==> src/rtl/bus_pkg.sv <==
// rtl/bus_pkg.sv - shared FSM states, access-size encodings and IO window default
// for the data-side memory/IO interconnect.
package bus_pkg;

  typedef enum logic [1:0] {
    S_IDLE,
    S_RAM_WAIT,
    S_IO_WAIT,
    S_RESP
  } bus_state_t;

  typedef logic [2:0] mem_size_t;

  localparam mem_size_t SZ_BYTE = 3'b000;
  localparam mem_size_t SZ_HALF = 3'b001;
  localparam mem_size_t SZ_WORD = 3'b010;

  localparam logic [7:0] DEF_IO_BASE = 8'hC0;

endpackage

==> src/rtl/io_channel_mux.sv <==
// rtl/io_channel_mux.sv - one-hot IO channel select and ack/read-data return mux;
// an out-of-range channel index selects nothing and returns zero.
module io_channel_mux
  import bus_pkg::*;
#(
  parameter int N_IO = 4
) (
  input  logic [3:0]         i_chan,
  input  logic               i_en,
  input  logic [N_IO-1:0]    i_ack,
  input  logic [N_IO*32-1:0] i_rd,
  output logic [N_IO-1:0]    o_sel,
  output logic               o_ack,
  output logic [31:0]        o_rd
);

  always_comb begin
    o_sel = '0;
    o_ack = 1'b0;
    o_rd  = '0;
    for (int k = 0; k < N_IO; k++) begin
      if (i_chan == 4'(k)) begin
        o_sel[k] = i_en;
        o_ack    = i_en & i_ack[k];
        o_rd     = i_rd[32*k +: 32];
      end
    end
  end

endmodule

==> src/rtl/mem_io_interconnect.sv <==
// rtl/mem_io_interconnect.sv - CPU data port to RAM / N IO channels with registered
// request, RAM wait states, IO ack with timeout and a sticky bus-error record.
module mem_io_interconnect
  import bus_pkg::*;
#(
  parameter int         N_IO        = 4,
  parameter logic [7:0] IO_BASE     = DEF_IO_BASE,
  parameter int         RAM_LATENCY = 1,
  parameter int         TIMEOUT     = 15
) (
  input  logic               i_clk,
  input  logic               i_rst,
  input  logic               i_m_req,
  input  logic [31:0]        i_m_a,
  input  logic               i_m_write,
  input  logic [2:0]         i_m_size,
  input  logic [31:0]        i_m_wd,
  output logic [31:0]        o_m_rd,
  output logic               o_m_ready,
  output logic               o_m_err,
  output logic [31:0]        o_ram_a,
  output logic [31:0]        o_ram_wd,
  output logic [2:0]         o_ram_size,
  output logic               o_ram_write,
  output logic               o_ram_read,
  input  logic [31:0]        i_ram_rd,
  output logic [31:0]        o_io_a,
  output logic [31:0]        o_io_wd,
  output logic [2:0]         o_io_size,
  output logic [N_IO-1:0]    o_io_sel,
  output logic               o_io_write,
  output logic               o_io_read,
  input  logic [N_IO-1:0]    i_io_ack,
  input  logic [N_IO*32-1:0] i_io_rd,
  input  logic               i_err_clear,
  output logic               o_err_sticky,
  output logic [31:0]        o_err_addr
);

  localparam int WAIT_MAX = (TIMEOUT > RAM_LATENCY) ? TIMEOUT : RAM_LATENCY;
  localparam int CW       = $clog2(WAIT_MAX + 1);
  localparam logic [CW-1:0] RAM_LAST = CW'(RAM_LATENCY - 1);
  localparam logic [CW-1:0] IO_LAST  = CW'(TIMEOUT - 1);

  bus_state_t  r_state, w_next;
  logic [31:0] r_addr, r_wd, r_data, r_m_rd, r_err_addr;
  mem_size_t   r_size;
  logic        r_write, r_errflag, r_m_ready, r_m_err, r_err_sticky;
  logic [CW-1:0] r_cnt;

  logic            w_is_io, w_mapped, w_io_en, w_io_ack, w_ram_last, w_io_last;
  logic [31:0]     w_io_rd;
  logic [N_IO-1:0] w_sel;

  assign w_is_io    = (i_m_a[31:24] == IO_BASE);
  assign w_mapped   = ({28'd0, i_m_a[23:20]} < 32'(N_IO));
  assign w_io_en    = (r_state == S_IO_WAIT);
  assign w_ram_last = (r_cnt == RAM_LAST);
  assign w_io_last  = (r_cnt == IO_LAST);

  io_channel_mux #(.N_IO(N_IO)) u_io_mux (
    .i_chan (r_addr[23:20]),
    .i_en   (w_io_en),
    .i_ack  (i_io_ack),
    .i_rd   (i_io_rd),
    .o_sel  (w_sel),
    .o_ack  (w_io_ack),
    .o_rd   (w_io_rd)
  );

  always_ff @(posedge i_clk or posedge i_rst) begin
    if (i_rst) r_state <= S_IDLE;
    else       r_state <= w_next;
  end

  // An ack arriving on the timeout cycle still completes the access cleanly.
  always_comb begin
    w_next = r_state;
    case (r_state)
      S_IDLE: begin
        if (i_m_req) begin
          if (!w_is_io)      w_next = S_RAM_WAIT;
          else if (w_mapped) w_next = S_IO_WAIT;
          else               w_next = S_RESP;
        end
      end
      S_RAM_WAIT: if (w_ram_last) w_next = S_RESP;
      S_IO_WAIT:  if (w_io_ack || w_io_last) w_next = S_RESP;
      S_RESP:     w_next = S_IDLE;
      default:    w_next = S_IDLE;
    endcase
  end

  always_ff @(posedge i_clk or posedge i_rst) begin
    if (i_rst) begin
      r_addr       <= '0;
      r_wd         <= '0;
      r_size       <= '0;
      r_write      <= 1'b0;
      r_errflag    <= 1'b0;
      r_cnt        <= '0;
      r_data       <= '0;
      r_m_ready    <= 1'b0;
      r_m_err      <= 1'b0;
      r_m_rd       <= '0;
      r_err_sticky <= 1'b0;
      r_err_addr   <= '0;
    end else begin
      r_m_ready <= 1'b0;
      r_m_err   <= 1'b0;
      r_m_rd    <= '0;
      if (i_err_clear) r_err_sticky <= 1'b0;
      case (r_state)
        S_IDLE: begin
          if (i_m_req) begin
            r_addr    <= i_m_a;
            r_wd      <= i_m_wd;
            r_size    <= i_m_size;
            r_write   <= i_m_write;
            r_errflag <= w_is_io && !w_mapped;
            r_cnt     <= '0;
            r_data    <= '0;
          end
        end
        S_RAM_WAIT: begin
          if (r_cnt != {CW{1'b1}}) r_cnt <= r_cnt + 1'b1;
          if (w_ram_last) r_data <= i_ram_rd;
        end
        S_IO_WAIT: begin
          if (r_cnt != {CW{1'b1}}) r_cnt <= r_cnt + 1'b1;
          if (w_io_ack)       r_data    <= w_io_rd;
          else if (w_io_last) r_errflag <= 1'b1;
        end
        S_RESP: begin
          r_m_ready <= 1'b1;
          r_m_err   <= r_errflag;
          r_m_rd    <= (r_errflag || r_write) ? 32'd0 : r_data;
          // A fault recorded here overrides a clear requested on the same edge.
          if (r_errflag) begin
            r_err_sticky <= 1'b1;
            r_err_addr   <= r_addr;
          end
        end
        default: ;
      endcase
    end
  end

  assign o_m_rd       = r_m_rd;
  assign o_m_ready    = r_m_ready;
  assign o_m_err      = r_m_err;
  assign o_ram_a      = r_addr;
  assign o_ram_wd     = r_wd;
  assign o_ram_size   = r_size;
  assign o_ram_read   = (r_state == S_RAM_WAIT) && !r_write;
  assign o_ram_write  = (r_state == S_RAM_WAIT) && r_write;
  assign o_io_a       = r_addr;
  assign o_io_wd      = r_wd;
  assign o_io_size    = r_size;
  assign o_io_sel     = w_sel;
  assign o_io_read    = w_io_en && !r_write;
  assign o_io_write   = w_io_en && r_write;
  assign o_err_sticky = r_err_sticky;
  assign o_err_addr   = r_err_addr;

endmodule

==> config.mk <==
export PLATFORM = sky130hd
export DESIGN_NAME = mem_io_interconnect
export DESIGN_NICKNAME = d
export VERILOG_FILES = /design/src/rtl/bus_pkg.sv /design/src/rtl/io_channel_mux.sv /design/src/rtl/mem_io_interconnect.sv
export SDC_FILE = /design/constraint.sdc
export NUM_CORES = 1
export LEC_CHECK = 0
export BUFFER_PORTS_ARGS = -buffer_cell sky130_fd_sc_hd__buf_2
export CAP_MARGIN = 20
export CORE_AREA = 2 2 174 176
export DETAILED_ROUTE_END_ITERATION = 16
export DIE_AREA = 0 0 176 178
export SYNTH_ARGS = -nofsm -noshare
export SYNTH_HDL_FRONTEND = slang
export SYNTH_SLANG_ARGS = --single-unit
==> constraint.sdc <==
create_clock -name i_clk -period 5.4 [get_ports i_clk]
set_input_delay 1.08 -clock i_clk [delete_from_list [all_inputs] [get_ports i_clk]]
set_output_delay 1.08 -clock i_clk [all_outputs]
set_load 0.03 [all_outputs]
* After elaboration in Yosys (flattened, before gate mapping) *
Cells that the tools add are included.

cells by class
  add/subtract/negate cells = 1
  $mul = 0
  divide/modulo/power cells = 0
  order comparisons = 1
  equal/unequal tests = 16
  shift operators = 0
  muxes and demuxes = 36
  bitwise operators = 4
  reduce and logical (&&, ||, !) cells = 22

operators by type and width
  operator                                                                      number
  32-bit two-way mux                                                            9
  32-bit case mux with 3 select lines                                           1
  1-bit two-way mux                                                             17
  2-bit != test, second input constant                                          6
  4-bit by 2-bit equality test with 1-bit output, second input constant         2
  8-bit equality test, second input constant                                    1
  4-bit zero test                                                               2
  2-bit two-way mux                                                             4
  4-bit two-way mux                                                             2
  2-bit case mux with 4 select lines                                            1
  4-bit case mux with 2 select lines                                            1
  4-bit AND reduction                                                           2
  3-bit AND reduction                                                           2
  1-bit logical AND                                                             5
  4-bit by 1-bit adder with 4-bit output, second input constant                 1
  1-bit AND                                                                     4
  2-bit equality test, second input constant                                    2
  4-bit by 1-bit equality test with 1-bit output, second input constant         1
  4-bit equality test, second input constant                                    1
  4-bit by 3-bit less-than comparator with 1-bit output, second input constant  1
  4-bit != test, second input constant                                          1
  2-bit AND reduction                                                           2
  2-bit nonzero test                                                            2
  3-bit nonzero test                                                            1
  7 further kinds                                                               9

word-level totals
  register bits after elaboration = 174
  bits in latches = 0
  RAM bits = 0
  bits in read-only memories = 0
  input bits = 236
  output and inout port bits = 209
  logic and storage cells = 93
  memories kept = 0

* Longest topological paths before layout *
Gate-level depths: netlist of the first run.

  depth in word-level cells = 9
  mapped depth = 9
  mapped depth without buffers = 6

* By module *
From an unflattened synthesis of the first run, not the netlist that was laid out.

unflattened totals
  cells, all modules = 722
  area, all modules = 8578.2 um2

by module, submodules not included
  module               instances  cells each  area each (um2)  sequential area each (um2)
  mem_io_interconnect  1          601         7468.4           4354.2
  io_channel_mux       1          121         1109.8           0.0

* Worst setup path after synthesis of the first run *
No wires, ideal clock.

  path type = register to output
  from = reg r_state[0]
  to = out o_io_sel[0]
  arrival = 1765 ps
  required time = 4320 ps
  slack = 2555 ps
  stages on the path, launching flop included = 6
  path buffers = 1
  cell sequence = dfrtp_1 -> inv_1 -> ha_1 -> buf_2 -> nor3b_2 -> nor3b_1

on the way
  cells in the longest elaborated chain, start to end = 2

ends and longest elaborated chain
  element                 RTL line                   RTL
  from (decl)             mem_io_interconnect.sv:45  bus_state_t r_state, w_next;
  from (signal assigned)  mem_io_interconnect.sv:73  else r_state <= w_next;
  2-bit equality test     mem_io_interconnect.sv:57  assign w_io_en = (r_state == S_IO_WAIT);
  1-bit two-way mux       io_channel_mux.sv:22       if (i_chan == 4'(k)) begin
  to (decl)               mem_io_interconnect.sv:30  output logic [N_IO-1:0] o_io_sel,

Every way passes these cells.

* Worst setup path after layout of the first run *
Same ends and word-level chain as after synthesis.

==> metrics.csv, run 1 <==
stage,metric,value,unit
cells_and_area,fin area,0.0111,sq mm
cts,Clock Latency Late Sink,0.43,ns
global_routing,GRT Overall Usage,15.5,%
global_routing,vias in the first global route,6244,
cells_and_area,# diodes,0,
cts,clk buf depth,2,
power_and_ir_drop,VDD IR max,0.306,mV
timing,worst-margin pin slew,1.03,ns
power_and_ir_drop,clock share of power,18.1,%
worst_hold_path,Min-Delay Path Class,reg -> reg,
synthesis,post-synthesis cell type count,38,
cts,clock root buffer master,clkbuf_16,
place,Placer Congestion,0.821,
cells_and_area,fin cells,1446,
cts,Post-CTS Setup Bufs,0,
timing,Worst slew margin,31.0,%
synthesis,"EDFF count, synth",0,
cts,clk sink count,174,
route,Antenna Nets Post-Route,0,
cells_and_area,most frequent cells in the layout,"444 x buf_2, 173 x dfrtp_1, 120 x mux2_2, 61 x o21ai_0, 40 x nand2_1",
floorplan,Die Ht,178,um
synthesis,Post-Syn Area,0.00833,sq mm
setup_path,worst-path fanout max,9,
worst_hold_path,worst hold start,r_data[4],
floorplan,Initial Util,28.3,%
cells_and_area,share of layout cells above drive strength 1,60.9,%
cells_and_area,"most common cell after layout, fill and taps aside",buf_2,
floorplan,Core Area,0.0294,sq mm
timing,Final Hold Viols,0,
route,DRC violations left,0,
cts,hold_buf cts,0,
power_and_ir_drop,Logic pwr share,53.3,%
place,PortBufs,444,
synthesis,"area leader, netlist",dfrtp_1,
global_routing,first-pass GRT wire length,36.2,mm
route,Routed WL,25.1,mm
setup_path,Worst Reg2Reg Path Length in Cells,5,
outcome,status,finished clean,
timing,Finish-stage setup viols,0,
setup_path,Worst Setup Start Kind,flop,
synthesis,Main synth FF type,dfrtp_1,
floorplan,Die Wd,176,um
synthesis,top cell type's share of synthesized area,52.3,%
global_routing,gr ovfl total,0,
timing,Tmin final,3.20,ns
global_routing,initial antenna violation count,3,
setup_path,R2R setup slack,2.59,ns
worst_hold_path,WHS Path Cells,1,
synthesis,Syn Inst Count,681,
setup_path,CP Capture Type,output port,
cts,Resized cells post-CTS,0,
setup_path,CP Class,reg -> out,
timing,"Slew Viols, Final",0,
synthesis,Mean Syn Cell Area,12.2,sq um
power_and_ir_drop,Pwr Density,679,mW/mm^2
synthesis,synth top area cells,"dfrtp_1 52%, mux2_2 16%, buf_4 6.0%",
power_and_ir_drop,Seq pwr share,28.6,%
synthesis,yosys synthesis warning count,0,
cells_and_area,Final Util,37.9,%
cts,clk slew on worst S/H paths,0.07,ns
timing,Final Skew,0.0140,ns
cells_and_area,filler cell count,2943,
setup_path,CP required,4.32,ns
setup_path,Critical R2R Launch,o_io_a[21],
route,drt first-iter violations,217,
cts,CTS tree,built,
timing,Fmax,313,MHz
floorplan,die area,0.0313,sq mm
cells_and_area,"Area growth, synth to finish",33.7,%
timing,hold_ws,0.483,ns
setup_path,Worst EP arrival,2.12,ns
floorplan,num rows,63,
setup_path,worst r2r dst,r_data[30],
synthesis,Yosys reg bits,174,
cts,CTS Buf Count,17,
worst_hold_path,hold endpoint,o_m_rd[4],
global_routing,maximum number of pins on one net before global-route repair,175,
timing,RSZ-0062 raised after global routing,no,
synthesis,syn nets,924,
route,Pre-antenna DRT Iters,4,
power_and_ir_drop,Int Power,4.08,mW
power_and_ir_drop,switching portion of total power,46.1,%
cts,H-tree levels,4,
floorplan,I/O pin total,445,
route,routed vias,6452,
job,Max Cap Violations,0,
place,DPL Wire Length,19.0,mm
route,DR vias/cell,4.46,
route,DR WL/cell,17.3,um
cells_and_area,Final nets,1286,
place,Post-Place Cell Area,0.0105,sq mm
synthesis,sequential area share after synthesis,52.3,%
timing,Tcrit/Tclk final,59.2,%
place,placed cells,1413,
power_and_ir_drop,Leakage,5.71,nW
synthesis,async set or reset register ratio after synthesis,100,%
power_and_ir_drop,Psw,3.49,mW
timing,setup TNS,0,ns
==> kinds of logic (layout without fill, tap and decap cells) <==
group	count (synthesis)	after routing	share of synthesized area (%)
AOI/OAI and AO/OA	112	112	7.39
muxes	168	168	24.2
DFF	174	174	52.3
and+or+nand+nor	102	102	6.47
buffers and inverters	118	493	8.68
adders and majority gates	7	7	1.05
==> final cells by class <==
type | count | area (sq um) | area share (%)
clock buffers | 19 | 453 | 4.07
repair buffers | 452 | 2310 | 20.8
clock inverters | 13 | 200 | 1.80
flip-flops and latches | 174 | 4360 | 39.1
inverters | 9 | 37.5 | 0.337
multi-input cells | 389 | 3290 | 29.5
well taps | 390 | 488 | 4.38
==> routing by layer <==
layer / vias to the layer above / track usage (%) / share of wire (%)
li1: 3049 / - / -
met1: 3051 / 18.0 / 39
met2: 322 / 27.7 / 51
met3: 26 / 4.41 / 8.0
met4: 4 / 4.75 / 1.4
met5: - / 0 / 0.10
==> critical path, cell delays in order (launching register included) <==
cell and delay, ns:
dfrtp_1 0.42, inv_1 0.10, ha_1 0.35, nor3b_2 0.38
nor3b_1 0.22, buf_2 0.23
==> cells in the mapped netlist (2+ instances only) <==
cell / number
and2_1: 36
clkbuf_1: 26
o21ai_1: 11
mux2_4: 30
o21ai_0: 61
buf_1: 8
nand3_1: 3
nand2b_1: 2
nand2_1: 41
buf_6: 3
mux2_2: 120
a31oi_1: 3
buf_2: 5
nor2_1: 6
nand4_1: 2
buf_4: 67
mux2i_1: 2
nor3b_1: 3
dfrtp_1: 174
o22ai_1: 32
mux2_1: 15
inv_1: 9
ha_1: 7
==> how the worst max path moves through the flow <==
stage                           start            end  slack [ns]  depth (start not counted)
final                      r_state[0]    o_io_sel[0]        2.20                          5
after CTS                  r_state[0]    o_io_sel[0]        2.18                          5
after floorplan                 i_rst  o_err_addr[0]        2.10                          1
after global placement    i_io_ack[3]     r_data[30]        2.22                          5
after global routing       r_state[0]    o_io_sel[0]        2.10                          5
after detailed placement  i_io_ack[1]     r_data[30]        2.19                          5
==> power by group through the flow <==
stage	Combinational, mW	Clock (mW)	Sequential, mW
after global placement	4.03	0	2.18
after CTS	4.08	1.42	2.18
after floorplan	2.46	0	2.92
final	4.03	1.37	2.16
after global routing	4.29	1.48	2.24
after detailed placement	4.07	0	2.20
==> per-stage QoR <==
step / total power, mW / setup WS (ns)
global route: 8.01 / 2.10
CTS: 7.67 / 2.18
finish: 7.56 / 2.20
detailed placement: 6.27 / 2.19
global placement: 6.21 / 2.22
floorplan: 5.38 / 2.10
==> sequential cells by signal, summed over array words and instances (netlist names) <==
| signal | count |
|---|---|
| r_cnt | 4 |
| o_m_ready | 1 |
| o_io_wd | 32 |
| o_err_addr | 32 |
| o_m_err | 1 |
| o_io_size | 3 |
| r_state | 2 |
| o_io_a | 32 |
| r_write | 1 |
| o_err_sticky | 1 |
| r_errflag | 1 |
| o_m_rd | 32 |
| r_data | 32 |
No activity file was read; power rests on OpenSTA's default activity.
==> inputs of run 2 (changes only) <==
clock period = 2.56 ns   (was 5.4 ns; I/O delays follow)
==> metrics.csv, run 2 (same netlist as run 1, synthesis figures left out) <==
stage,metric,value,unit
cts,clock root buffer master,clkbuf_16,
cts,Post-CTS Setup Bufs,0,
cells_and_area,"Area growth, synth to finish",34.9,%
cts,clk buf depth,2,
cells_and_area,sequential cell area,0.00436,sq mm
timing,"Slew Viols, Final",0,
global_routing,initial antenna violation count,3,
cells_and_area,"most common cell after layout, fill and taps aside",buf_2,
cts,clk sink count,174,
timing,Fmax,423,MHz
setup_path,Worst EP arrival,1.85,ns
setup_path,CP Class,reg -> out,
timing,Finish-stage setup viols,0,
cts,Resized cells post-CTS,0,
setup_path,CP Cell Sequence,inv_1 > ha_1 > nor3b_2 > buf_4 > nor3b_1 > buf_2,
cts,CTS tree,built,
floorplan,Die Wd,176,um
global_routing,vias in the first global route,6369,
setup_path,Crit-path slowest cell,dfrtp_1,
timing,Worst slew margin,65.7,%
cts,clk slew on worst S/H paths,0.07,ns
global_routing,gr ovfl total,0,
place,DPL Wire Length,19.9,mm
place,PortBufs,444,
cells_and_area,share of layout cells above drive strength 1,61.2,%
worst_hold_path,Min-Delay Path Class,in -> async,
floorplan,I/O pin total,445,
setup_path,Worst Setup Start Kind,flop,
power_and_ir_drop,VDD IR max,0.609,mV
cells_and_area,filler cell count,2928,
timing,Setup WS post-layout,0.194,ns
timing,hold_ws,0.0999,ns
floorplan,Core Area,0.0294,sq mm
route,drt first-iter violations,155,
power_and_ir_drop,Pwr Density,1430,mW/mm^2
job,Max Cap Violations,0,
floorplan,Initial Util,28.3,%
cells_and_area,Final nets,1298,
route,DRC violations left,0,
route,Routed WL,25.3,mm
timing,Final Hold Viols,0,
timing,Tmin final,2.37,ns
timing,Tcrit/Tclk final,92.4,%
cells_and_area,area of the multi-input gates,0.00329,sq mm
cts,CTS Buf Count,17,
setup_path,Worst path max stage delay,0.41,ns
route,DR vias/cell,4.45,
place,pre-CTS setup slack,0.339,ns
outcome,status,finished clean,
timing,Final Skew,0.00800,ns
cts,Clock Latency Late Sink,0.42,ns
floorplan,die area,0.0313,sq mm
setup_path,worst-path fanout max,4,
power_and_ir_drop,Leakage,5.78,nW
cells_and_area,most frequent cells in the layout,"444 x buf_2, 173 x dfrtp_1, 120 x mux2_2, 61 x o21ai_0, 40 x nand2_1",
cells_and_area,# diodes,0,
setup_path,CP Capture Type,output port,
timing,RSZ-0062 raised after global routing,no,
floorplan,num rows,63,
global_routing,first-pass GRT wire length,37.2,mm
global_routing,GRT Overall Usage,15.9,%
setup_path,CP required,2.05,ns
route,DR WL/cell,17.4,um
cts,H-tree levels,4,
cells_and_area,fin cells,1458,
place,placed cells,1426,
place,Placer Congestion,0.822,
floorplan,Die Ht,178,um
route,Pre-antenna DRT Iters,5,
cts,hold_buf cts,0,
timing,worst-margin pin slew,0.514,ns
global_routing,maximum number of pins on one net before global-route repair,48,
route,Antenna Nets Post-Route,0,
route,routed vias,6492,
[run 2: cell types whose count changed in the layout (fill, tap and decap cells not counted), moves of 2 or more]
| cell | previous run | this run |
|---|---|---|
| buf_12 | 1 | 4 |
| buf_4 | 6 | 16 |
| clkinv_2 | 1 | 3 |
| clkinv_4 | 3 | 1 |
| inv_8 | 2 | 0 |
[run 2: routing by layer]
metal  vias up  part of all wire [%]  GRT usage, %
met1      3092                    40          18.7
li1       3066                     -             -
met2       303                    51          28.4
met3        27                   7.0          4.09
met5         -                  0.13             0
met4         4                   1.7          4.82
[run 2: final timing paths]
path / slack [ns] / cells after the start / start / to
worst max-delay path: 0.19 / 6 / r_state[0] / o_io_sel[0]
worst min-delay path: 0.1 / 2 / i_rst / o_io_a[29]
worst max register to register: 0.30 / 7 / r_state[0] / r_data[2]
worst min register to register: 0.49 / 1 / r_data[15] / o_m_rd[15]
max in group asynchronous: 1.61 / 3 / i_rst / o_m_rd[1]
min in group i_clk: 0.28 / 2 / i_err_clear / o_err_sticky
[run 2: final cells by class]
type	instances	share of cell area (%)
clock buffer	19	3.94
clock inverter	13	1.86
inverter	9	0.334
multi-input combinational	389	29.3
sequential	174	38.7
tap	390	4.34
timing repair buffer	464	21.5
[run 2: power breakdown]
group	leakage [nW]	switching, mW	internal [mW]
registers	2.19	0.812	3.79
clock network	0.323	1.12	1.77
logic	3.26	5.39	3.15
total	5.78	7.32	8.71
[run 2: critical path: cells and delay by family, from the launching register on]
kind | cells | cell delay (ns)
adders and majority gates | 1 | 0.17
DFF | 1 | 0.41
buffers and inverters | 3 | 0.48
and+or+nand+nor | 2 | 0.37
[run 2: per-stage QoR]
step	cell area [sq um]	power, mW	setup TNS, ns	util [%]
2_1_floorplan	8340	11.3	-30.74	-
3_3_place_gp	10600	13.2	0	36.0
3_5_place_dp	10600	13.3	0	36.0
4_1_cts	11200	16.3	0	38.2
5_1_grt	11200	17.0	0	38.2
6_report	11200	16.0	0	38.2
